`src/rtl/exc_pkg.sv`:
```
// Shared definitions for the exception cause path: FSM state encoding,
// default code/vector bases and the index-width helper.
`default_nettype none

package exc_pkg;

  typedef logic [1:0] exc_state_t;

  localparam exc_state_t ST_IDLE  = 2'd0;
  localparam exc_state_t ST_HOLD  = 2'd1;
  localparam exc_state_t ST_DRAIN = 2'd2;

  localparam int unsigned EXC_BASE_CODE = 1;
  localparam int unsigned EXC_VEC_BASE  = 253;

  // A single source still needs a one-bit index.
  function automatic int idx_width(input int n);
    return (n <= 2) ? 1 : $clog2(n);
  endfunction

endpackage

`default_nettype wire

```
`src/rtl/exc_prio_enc.sv`:
```
// Combinational lowest-index-wins priority encoder.
`default_nettype none

module exc_prio_enc
  import exc_pkg::*;
#(
  parameter int N  = 3,
  parameter int IW = idx_width(N)
) (
  input  logic [N-1:0]  req,
  output logic [IW-1:0] idx,
  output logic          any
);

  always_comb begin
    idx = '0;
    for (int i = N - 1; i >= 0; i--) begin
      if (req[i]) idx = IW'(i);
    end
    any = |req;
  end

endmodule

`default_nettype wire

```
`src/rtl/exc_cause_unit.sv`:
```
// Sticky exception pending register with fixed-priority selection and a
// hold/ack handshake towards the control FSM.
`default_nettype none

module exc_cause_unit
  import exc_pkg::*;
#(
  parameter int                N_CAUSES  = 3,
  parameter int                DATA_W    = 32,
  parameter logic [DATA_W-1:0] BASE_CODE = DATA_W'(EXC_BASE_CODE),
  parameter logic [DATA_W-1:0] VEC_BASE  = DATA_W'(EXC_VEC_BASE),
  parameter int                CNT_W     = 4
) (
  input  logic                clk,
  input  logic                reset,
  input  logic [N_CAUSES-1:0] exc_req,
  input  logic [N_CAUSES-1:0] exc_mask,
  input  logic                exc_ack,
  output logic                exc_valid,
  output logic [DATA_W-1:0]   cause_code,
  output logic [DATA_W-1:0]   vec_addr,
  output logic [N_CAUSES-1:0] pending,
  output logic [CNT_W-1:0]    lost_cnt
);

  localparam int IW = idx_width(N_CAUSES);

  exc_state_t          state;
  logic [IW-1:0]       idx_r;
  logic [IW-1:0]       idx_sel;
  logic                any_pending;
  logic [N_CAUSES-1:0] set_bits;
  logic [N_CAUSES-1:0] clr;
  logic                collide;

  exc_prio_enc #(
    .N  (N_CAUSES),
    .IW (IW)
  ) u_prio (
    .req (pending),
    .idx (idx_sel),
    .any (any_pending)
  );

  assign set_bits = exc_req & ~exc_mask;
  assign clr      = (state == ST_HOLD && exc_ack) ? (N_CAUSES'(1) << idx_r) : '0;
  // A request on a bit being cleared this edge re-arms it and is not lost.
  assign collide  = |(set_bits & pending & ~clr);

  always_ff @(posedge clk) begin
    if (reset) begin
      state      <= ST_IDLE;
      idx_r      <= '0;
      pending    <= '0;
      exc_valid  <= 1'b0;
      cause_code <= '0;
      vec_addr   <= '0;
      lost_cnt   <= '0;
    end else begin
      pending <= (pending & ~clr) | set_bits;
      if (collide && lost_cnt != '1) lost_cnt <= lost_cnt + 1'b1;

      case (state)
        ST_IDLE: begin
          if (any_pending) begin
            state      <= ST_HOLD;
            idx_r      <= idx_sel;
            exc_valid  <= 1'b1;
            cause_code <= BASE_CODE + DATA_W'(idx_sel);
            vec_addr   <= VEC_BASE + DATA_W'(idx_sel);
          end
        end
        ST_HOLD: begin
          if (exc_ack) begin
            state     <= ST_DRAIN;
            exc_valid <= 1'b0;
          end
        end
        ST_DRAIN: state <= ST_IDLE;
        default:  state <= ST_IDLE;
      endcase
    end
  end

endmodule

`default_nettype wire

```
`config.mk`:
```
export PLATFORM = sky130hd
export DESIGN_NAME = exc_cause_unit
export DESIGN_NICKNAME = d
export VERILOG_FILES = /design/src/rtl/exc_pkg.sv /design/src/rtl/exc_prio_enc.sv /design/src/rtl/exc_cause_unit.sv
export SDC_FILE = /design/constraint.sdc
export NUM_CORES = 1
export LEC_CHECK = 0
export BUFFER_PORTS_ARGS = -buffer_cell sky130_fd_sc_hd__buf_2
export CAP_MARGIN = 20
export CORE_MARGIN = 2
export CORE_UTILIZATION = 40
export CTS_CLUSTER_SIZE = 10
export DETAILED_ROUTE_END_ITERATION = 8
export PLACE_DENSITY = 0.76
export SYNTH_ARGS = -nofsm -noshare
export SYNTH_HDL_FRONTEND = slang
export SYNTH_HIERARCHICAL = 1
export SYNTH_SLANG_ARGS = --single-unit
export TNS_END_PERCENT = 30
```
`constraint.sdc`:
```
create_clock -name clk -period 2.1 [get_ports clk]
set_input_delay 0 -clock clk [delete_from_list [all_inputs] [get_ports clk]]
set_output_delay 0 -clock clk [all_outputs]
set_load 0.02 [all_outputs]
```
# [Yosys cells after proc, flatten, opt, wreduce, memory -nomap -nowiden]
# Index checks and enable logic that the tools add are counted.
[classes] addsub=3 eq_ne=4 shifts=1 n_mux=10 bitwise_logic=7 n_reduce_logical=9
[op_table] operator="$and A3 B3 Y3" n=4
[op_table] operator="$mux W2" n=5
[op_table] operator="$add A8 B2 Y9 const A" n=1
[op_table] operator="$not A3 Y3" n=2
[op_table] operator="$reduce_or A3 Y1" n=2
[op_table] operator="$add A4 B1 Y4 const B" n=1
[op_table] operator="$ne A2 B2 Y1 const B" n=2
[op_table] operator="$ne A4 B4 Y1 const B" n=1
[op_table] operator="$pmux W2 S2" n=1
[op_table] operator="$reduce_and A2 Y1" n=2
[op_table] operator="$add A1 B2 Y3 const A" n=1
[op_table] operator="$mux W3" n=1
[op_table] operator="$or A3 B3 Y3" n=1
[op_table] operator="$reduce_and A3 Y1" n=1
[op_table] operator="$shl A1 B2 Y3 const A" n=1
[op_table] operator="$eq A2 B1 Y1 const B" n=1
[op_table] operator="$logic_and A1 B1 Y1" n=2
[op_table] operator="$logic_not A2 Y1" n=1
[op_table] operator="$mux W1" n=2
[op_table] operator="$pmux W1 S2" n=1
[op_table] operator="$reduce_bool A2 Y1" n=1
[word_totals] regBits=76 input_bits=9 out_inout_bits=72 elab_cells=41

# [Longest topological paths before layout]
# Gate-level depths: netlist (run 1).
[depth] ltp_word=7 mapped_depth=5 ltp_nobuf=5

# [By module]
# The synthesis (run 1) kept the hierarchy.
[by_module_without_submodules] module="exc_cause_unit" instances=1 cells_each=152 area_per_inst_um2=1267.5 seq_area_each_um2=320.3
[by_module_without_submodules] module="exc_prio_enc" instances=1 cells_each=3 area_per_inst_um2=20.0 seq_area_each_um2=0.0

# [Worst setup path before layout (run 1)]
# Ideal clock, no wire load.
[synth_timing] kind="reg-to-reg" from="reg pending[1]" to="reg vec_addr[1]" setup_time_ps=128 t_arrival_ps=1402 t_required_ps=1972 slack_ps=570 path_stages_with_launch=5 n_path_buf=0 synth_period_minus_slack_ps=1530 cell_sequence="dfxtp_1 or3_1 nor3b_2 mux2i_1 nor2_1"
[synth_between] elab_cells_between_ends=5 cone_classes="1 x add/sub; 2 x mux; 2 x reduce/logical"
[synth_rtl] element="start: declaration" line="exc_cause_unit.sv:22" text="output logic [N_CAUSES-1:0] pending,"
[synth_rtl] element="start signal: assignment" line="exc_cause_unit.sv:60" text="pending <= (pending & ~clr) | set_bits;"
[synth_rtl] element="$reduce_or A3 Y1" line="exc_prio_enc.sv:20" text="any = |req;"
[synth_rtl] element="named net any_pending" line="exc_cause_unit.sv:31" text="logic any_pending;"
[synth_rtl] element="$reduce_and A2 Y1 (no line)"
[synth_rtl] element="end signal: assignment" line="exc_cause_unit.sv:70" text="vec_addr <= VEC_BASE + DATA_W'(idx_sel);"
[synth_rtl] element="end: declaration" line="exc_cause_unit.sv:21" text="output logic [DATA_W-1:0] vec_addr,"
# The timed path passes the listed nets, and every way through them passes these cells.
# A chain may end at the register's enable or synchronous reset.

# [Worst setup path after layout (run 1)]
[layout_timing] from="reg state[0]" to="reg lost_cnt[2]"
[layout_between] elab_chain_cells=7
[layout_lines] element="start: declaration" line="exc_cause_unit.sv:28" text="exc_state_t state;"
[layout_lines] element="start signal: assignment" line="exc_cause_unit.sv:52" text="state <= ST_IDLE;"
[layout_lines] element="start signal: assignment" line="exc_cause_unit.sv:66" text="state <= ST_HOLD;"
[layout_lines] element="start signal: assignment" line="exc_cause_unit.sv:75" text="state <= ST_DRAIN;"
[layout_lines] element="$eq A2 B1 Y1" line="exc_cause_unit.sv:46" text="assign clr = (state == ST_HOLD && exc_ack) ? (N_CAUSES'(1) << idx_r) : '0;"
[layout_lines] element="$logic_and A1 B1 Y1" line="exc_cause_unit.sv:46"
[layout_lines] element="$mux W3" line="exc_cause_unit.sv:46"
[layout_lines] element="$not A3 Y3" line="exc_cause_unit.sv:48" text="assign collide = |(set_bits & pending & ~clr);"
[layout_lines] element="$and A3 B3 Y3" line="exc_cause_unit.sv:48"
[layout_lines] element="$reduce_or A3 Y1" line="exc_cause_unit.sv:48"
[layout_lines] element="$logic_and A1 B1 Y1" line="exc_cause_unit.sv:61" text="if (collide && lost_cnt != '1) lost_cnt <= lost_cnt + 1'b1;"
[layout_lines] element="end signal: assignment" line="exc_cause_unit.sv:61"
[layout_lines] element="end: declaration" line="exc_cause_unit.sv:23" text="output logic [CNT_W-1:0] lost_cnt"
# Every way passes these cells.

==> results of run 1 <==
==> power groups by stage <==
stage               sequential [mW]  combinational (mW)  clock, mW
detailed placement            0.355               0.249          0
floorplan                     0.372               0.273          0
global route                  0.352               0.278      0.224
finish                        0.348               0.254      0.202
CTS                           0.348               0.253      0.215
global placement              0.354               0.248          0
==> path summary, 6_finish.rpt <==
kind	start	end	slack, ps	depth (start not counted)
worst min-delay path	exc_req[0]	pending[0]	50	3
worst min register to register	vec_addr[0]	vec_addr[0]	510	2
worst max-delay path	state[0]	lost_cnt[2]	450	4
worst max register to register	state[0]	lost_cnt[2]	450	4
==> sequential cells by signal, summed over array words and instances, names as in the netlist <==
register   count
lost_cnt       4
vec_addr       4
pending        3
idx_r          2
state          2
exc_valid      1
==> cell families (layout without fill, tap and decap cells) <==
kind of cell	Yosys count	count (layout)	synth area share, %
adder cells (fa/ha/maj)	2	2	1.94
multiplexers	3	3	2.33
AO/OA/AOI/OAI	28	28	15.9
buffers and inverters	69	42	37.6
flip-flops	16	16	24.9
other	1	52	0.291
AND/OR/NAND/NOR	36	36	17.0
==> metal layers <==
layer	part of all wire, %	track usage, %	vias to the layer above	wire length, um
met5	0	0	-	0
met1	46	14.2	417	944
met2	43	16.6	56	879
li1	-	-	467	-
met4	0.74	2.80	0	15
met3	9.8	4.48	2	199
==> stage by stage <==
| step | power (mW) | setup slack, ps | instances | utilization [%] | hold slack [ps] |
|---|---|---|---|---|---|
| 2_1_floorplan | 0.644 | 570 | 206 | - | 149 |
| 3_3_place_gp | 0.603 | 539 | 217 | 40.1 | 272 |
| 3_5_place_dp | 0.604 | 486 | 217 | 40.1 | 282 |
| 4_1_cts | 0.815 | 469 | 223 | 41.9 | 40.0 |
| 5_1_grt | 0.854 | 290 | 223 | 41.9 | 49.8 |
| 6_report | 0.804 | 451 | 223 | 41.9 | 49.1 |
==> repair_timing <==
item / in CTS / in global routing
endpoints found under the hold margin: 1 / 0
gates resized for setup: 0 / 0
hold buffers: 2 / 0
==> worst max-delay path: stages, from the launching register on <==
cell and delay, ps:
dfxtp_1 460, nand3b_1 190, o311ai_0 540, a311oi_1 170, a211oi_1 220
==> area by class of cell <==
class	instances	share of cell area [%]
inverter	7	2.05
clock buffer	4	2.83
timing repair buffer	31	13.1
multi-input combinational	121	52.7
tap	44	4.30
sequential	16	25.0
==> layout by cell type (no fill, tap or decap), types with 2 or more instances in the layout <==
master,synthesis,routed
nor2_1,12,12
a21oi_1,7,7
ha_1,2,2
dfxtp_1,16,16
nand4_1,3,3
inv_1,7,7
conb_1,1,52
nor2b_1,4,4
nand3b_1,2,2
clkbuf_4,0,3
o21ai_0,5,5
dlygate4sd3_1,0,2
nand3_1,2,2
a211oi_1,4,4
nor3b_1,2,2
nand2b_1,2,2
nor3_1,2,2
a22oi_1,2,2
o31ai_1,2,2
and3_1,2,2
buf_2,0,28
mux2i_1,3,3
==> summary.md, run 1 <==
| Metric | Value |
|---|---|
| Post-synthesis cell area | `between 0.001 and 0.0015 mm2` |
| All-Layer GR Usage | `10.8%` |
| CTS HTree Levels | `1` |
| Final hold vios | `0` |
| Clock Path Buffers | `2` |
| CTS tree | `built` |
| WP data required | `2320 ps` |
| Ports | `between 80 and 90` |
| Clk sinks | `16` |
| First-pass DRT Iterations | `4` |
| Clock slew at reported path FFs | `roughly 100 ps` |
| Worst EP arrival | `~1900 ps` |
| Dpl cell area | `about 0.0012 mm2` |
| Final instance area | `between 0.001 and 0.0015 mm2` |
| Area contributors post-synth | `buf_4 35%, dfxtp_1 25%, nor2_1 3.5%` |
| Vias in the first global route | `about 670` |
| Number of DRC markers in iteration 0 | `23` |
| Clk pwr share | `25.2%` |
| Share of total power in sequential cells | `between 40% and 50%` |
| Detailed Place HPWL | `about 1.6 mm` |
| Critical path startpoint category | `register` |
| Worst Skew | `9.53 ps` |
| Lkg Pwr | `around 0.66 nW` |
| Worst skew pair latency | `a little under 300 ps` |
| DR vias | `~940` |
| Global route total overflow | `0` |
| Primary flip-flop cell chosen by synthesis mapping | `dfxtp_1` |
| Setup TNS Final | `0 ps` |
| First-pass GRT wire length | `between 2 and 3 mm` |
| Layout cells sized above 1 | `about a fifth` |
| Post-synth top area share | `roughly a third` |
| Seq. cell area | `approximately 320 um2` |
| Sequential area share after synthesis | `between 20% and 30%` |
| # nets final | `around 190` |
| Actual slew at the worst max-slew pin | `between 500 and 600 ps` |
| Rows | `20` |
| Unrepaired setup endpoints after global routing | `no` |
| Asr flop ratio synth | `0%` |
| Initial antenna violation count | `0` |
| TritonCTS buffer count | `3` |
| Sw Ratio | `approximately 38%` |
| Worst-path maximum fanout | `6` |
| Area of the multi-input gates | `slightly below 700 um2` |
| Final setup viols | `0` |
| Worst Setup End Kind | `register` |
| # DRC | `0` |
| EDFF count, synth | `0` |
| Post-synth cell types | `35` |
| Fmax | `just over 600 MHz` |
| Drt via density | `roughly 4.2` |
| Routed Wire Length | `between 2 and 2.5 mm` |
| Final Wtd Congestion | `between 0.8 and 0.9` |
| Ant diodes | `0` |
| Port Buffers | `28` |
| Mapped Cells | `approximately 160` |
| Worst hold path class | `primary input to register` |
| #FFs+latches synth | `16` |
| Core Area | `just over 0.003 mm2` |
| Status | `finished clean` |
| Fillers | `around 330` |
| Routed len/inst | `approximately 9.1 um` |
| Maximum VDD drop | `around 250 uV` |
| Max_slew headroom | `around 60%` |
| Largest net degree at the start of global routing | `19` |
| Die area | `roughly 0.0037 mm2` |
| Die Wd | `roughly 60 um` |
| Post-CTS setup buffer count | `0` |
| Post-layout min period | `between 1500 and 2000 ps` |
| Commonest cells post-synth | `60 x buf_4, 16 x dfxtp_1, 12 x nor2_1, 7 x a21oi_1, 7 x inv_1` |
| Die Ht | `approximately 61 um` |
| Yosys warnings | `6` |
| DRT antenna net count | `0` |
| Pint | `between 0.4 and 0.5 mW` |
| Syn-to-layout area delta | `-0.583%` |
| Final Slew Violations | `0` |
| Initial Utilization | `42.2%` |
| P_sw | `slightly above 0.3 mW` |
| Comb pwr share | `31.6%` |
| Most frequent cell after synthesis | `buf_4` |
| Syn_area_per_cell | `8.31 um2` |
| Area leader, netlist | `buf_4` |
| Root Buffer | `clkbuf_4` |
| Max_cap viols | `0` |
| Power Density | `about 630 mW/mm2` |
| Crit path kind | `register to register` |
| Tcrit/Tclk final | `around four fifths` |
Power figures use the tool's default switching activity.
==> inputs of run 2 (changes only) <==
==> constraint.sdc (replaced) <==
create_clock -name clk -period 1.7 [get_ports clk]
set_input_delay 0 -clock clk [delete_from_list [all_inputs] [get_ports clk]]
set_output_delay 0 -clock clk [all_outputs]
set_load 0.02 [all_outputs]
==> run 2 against run 1 <==
  * Die area unchanged
  * Fmax up 3.2%
  * Final cell count is 0.90% higher
  * Total power increased by 26%
  * Count of clock-buffer cells in the layout did not move
  * First-iteration DRC count shrank 39%
  * Global-route usage is 1.0 points higher
  * Largest cell class unchanged
  * Largest power group unchanged
==> summary.md, run 2 (synthesis gave the netlist of run 1 again) <==
| Metric | Value |
|---|---|
| Reg2reg start | `state[1]` |
| Status | `finished clean` |
| # DRC | `0` |
| Worst Skew | `just under 9 ps` |
| Met1 Use GR | `approximately 16%` |
| Clk sinks | `16` |
| Power Density | `780 mW/mm2` |
| Final Wtd Congestion | `between 0.8 and 0.9` |
| Lkg Pwr | `about 0.67 nW` |
| Ant diodes | `0` |
| Die Ht | `about 60 um` |
| Worst hold path class | `primary input to register` |
| First-pass GRT wire length | `about 3.3 mm` |
| R2R cell count | `4` |
| WP data required | `around 1900 ps` |
| Placed Cells | `between 200 and 250` |
| Routed Wire Length | `~2.2 mm` |
| Setup TNS Final | `0 ps` |
| Die area | `around 0.0037 mm2` |
| Drt via density | `~4.2` |
| Initial antenna violation count | `0` |
| Most frequent cells in the layout | `52 x conb_1, 28 x buf_2, 14 x dfxtp_1` |
| Worst path max stage delay | `roughly 370 ps` |
| Initial Utilization | `between 40% and 50%` |
| Syn-to-layout area delta | `1.17%` |
| DRT antenna net count | `0` |
| Final setup viols | `0` |
| Worst EP arrival | `between 1500 and 2000 ps` |
| Critical-path top delay cell | `dfxtp_2` |
| Ports | `81` |
| Actual slew at the worst max-slew pin | `621 ps` |
| Final Slew Violations | `0` |
| Tcrit/Tclk final | `a little over nine tenths` |
| Crit path kind | `register to register` |
| Worst skew pair latency | `310 ps` |
| Non-filler cells, final | `about 230` |
| Max_slew headroom | `approximately three fifths` |
| TritonCTS buffer count | `3` |
| # nets final | `a little under 200` |
| CP startpoint | `state[1]` |
| Global route total overflow | `0` |
| Met2 Use GR | `a little under a fifth` |
| GR peak layer | `met2` |
| Root Buffer | `clkbuf_4` |
| R2R Setup Slk | `between 100 and 150 ps` |
| Max_cap viols | `0` |
| Critical Path End | `lost_cnt[3]` |
| Final hold vios | `0` |
| DR vias | `around 950` |
| Worst path buffer plus inverter count | `0` |
| Fillers | `326` |
| Largest net degree at the start of global routing | `19` |
| Port Buffers | `28` |
| Worst-path maximum fanout | `6` |
| Crit path cell chain | `nand3b_1, o311a_4, o311a_1, a211oi_2` |
| Most common cell after layout, fill and taps aside | `conb_1` |
| RR Endpoint | `lost_cnt[3]` |
| Clock slew at reported path FFs | `about 100 ps` |
| Vias in the first global route | `between 700 and 800` |
| Clock Path Buffers | `2` |
| Worst Setup End Kind | `register` |
| Number of DRC markers in iteration 0 | `14` |
| Worst path depth | `4` |
| Routed len/inst | `about 10 um` |
| Die Wd | `approximately 61 um` |
| First-pass DRT Iterations | `4` |
| Post-layout min period | `roughly 1600 ps` |
| CP delay by family, top | `compound AO/OA/AOI/OAI gates` |
| Biggest regs | `lost_cnt (4), vec_addr (4), pending (3)` |
| CTS tree | `built` |
| Fmax | `around 630 MHz` |
| All-Layer GR Usage | `11.9%` |
| Detailed Place HPWL | `~1.7 mm` |
| Rows | `20` |
| CTS HTree Levels | `1` |
| Layout cells sized above 1 | `a little under a quarter` |
| Critical path startpoint category | `register` |
| Core Area | `roughly 0.003 mm2` |
| Maximum VDD drop | `about 300 uV` |
| Met3 GRT Util | `under 10%` |
run 2: changes by cell type in the layout (fill, tap and decap cells not counted), sizes merged:
| cell | change |
|---|---|
| buf | +2 |
run 2: metrics by stage:
stage	cell area [um2]	power, mW	hold WS, ps	utilization [%]	worst slack, ps
2_1_floorplan	1480	0.796	149	-	170
4_1_cts	1290	1.01	23.0	42.4	61.1
3_3_place_gp	1240	0.745	272	40.6	139
6_report	1300	1.02	27.4	42.7	102
3_5_place_dp	1240	0.748	273	40.6	87.8
5_1_grt	1300	1.07	54.8	42.7	-0.248
run 2: how the worst min path moves through the flow:
stage | start | end | slack [ps] | depth (start not counted)
after floorplan | exc_req[2] | pending[2] | 150 | 2
after global placement | exc_req[2] | pending[2] | 270 | 3
after detailed placement | exc_req[2] | pending[2] | 270 | 3
after CTS | exc_req[0] | pending[0] | 20 | 3
after global routing | exc_mask[1] | pending[1] | 50 | 4
final | exc_mask[1] | pending[1] | 30 | 4
run 2: routing by layer:
layer / vias to the layer above / routed length, um
met1: 430 / 974
met3: 3 / 193
met4: 0 / 35
met2: 53 / 1010
met5: - / 0
li1: 468 / -
run 2: cell type report:
| class | count | area (um2) | area share (%) |
|---|---|---|---|
| multi-input combinational | 121 | 679 | 52.2 |
| clock buffer | 4 | 36.3 | 2.79 |
| tap | 44 | 55.1 | 4.23 |
| sequential | 16 | 323 | 24.8 |
| inverter | 7 | 26.3 | 2.02 |
| timing repair buffer | 33 | 183 | 14.0 |
run 2: tightest hold or removal path, cell delays in order:
cell	delay, ps
buf_2	70
nor2b_1	70
a21oi_1	120
nor2_1	50
run 2: timing repair:
item / CTS / global route
buffers inserted: 0 / 0
hold endpoints to repair: 1 / 0
setup endpoints to repair: 0 / 2
hold buffers: 2 / 0
resized for setup: 0 / 3
run 2: power by group:
part           internal, mW  switching, mW
clock network         0.131          0.137
logic                0.0874          0.233
registers             0.401         0.0263
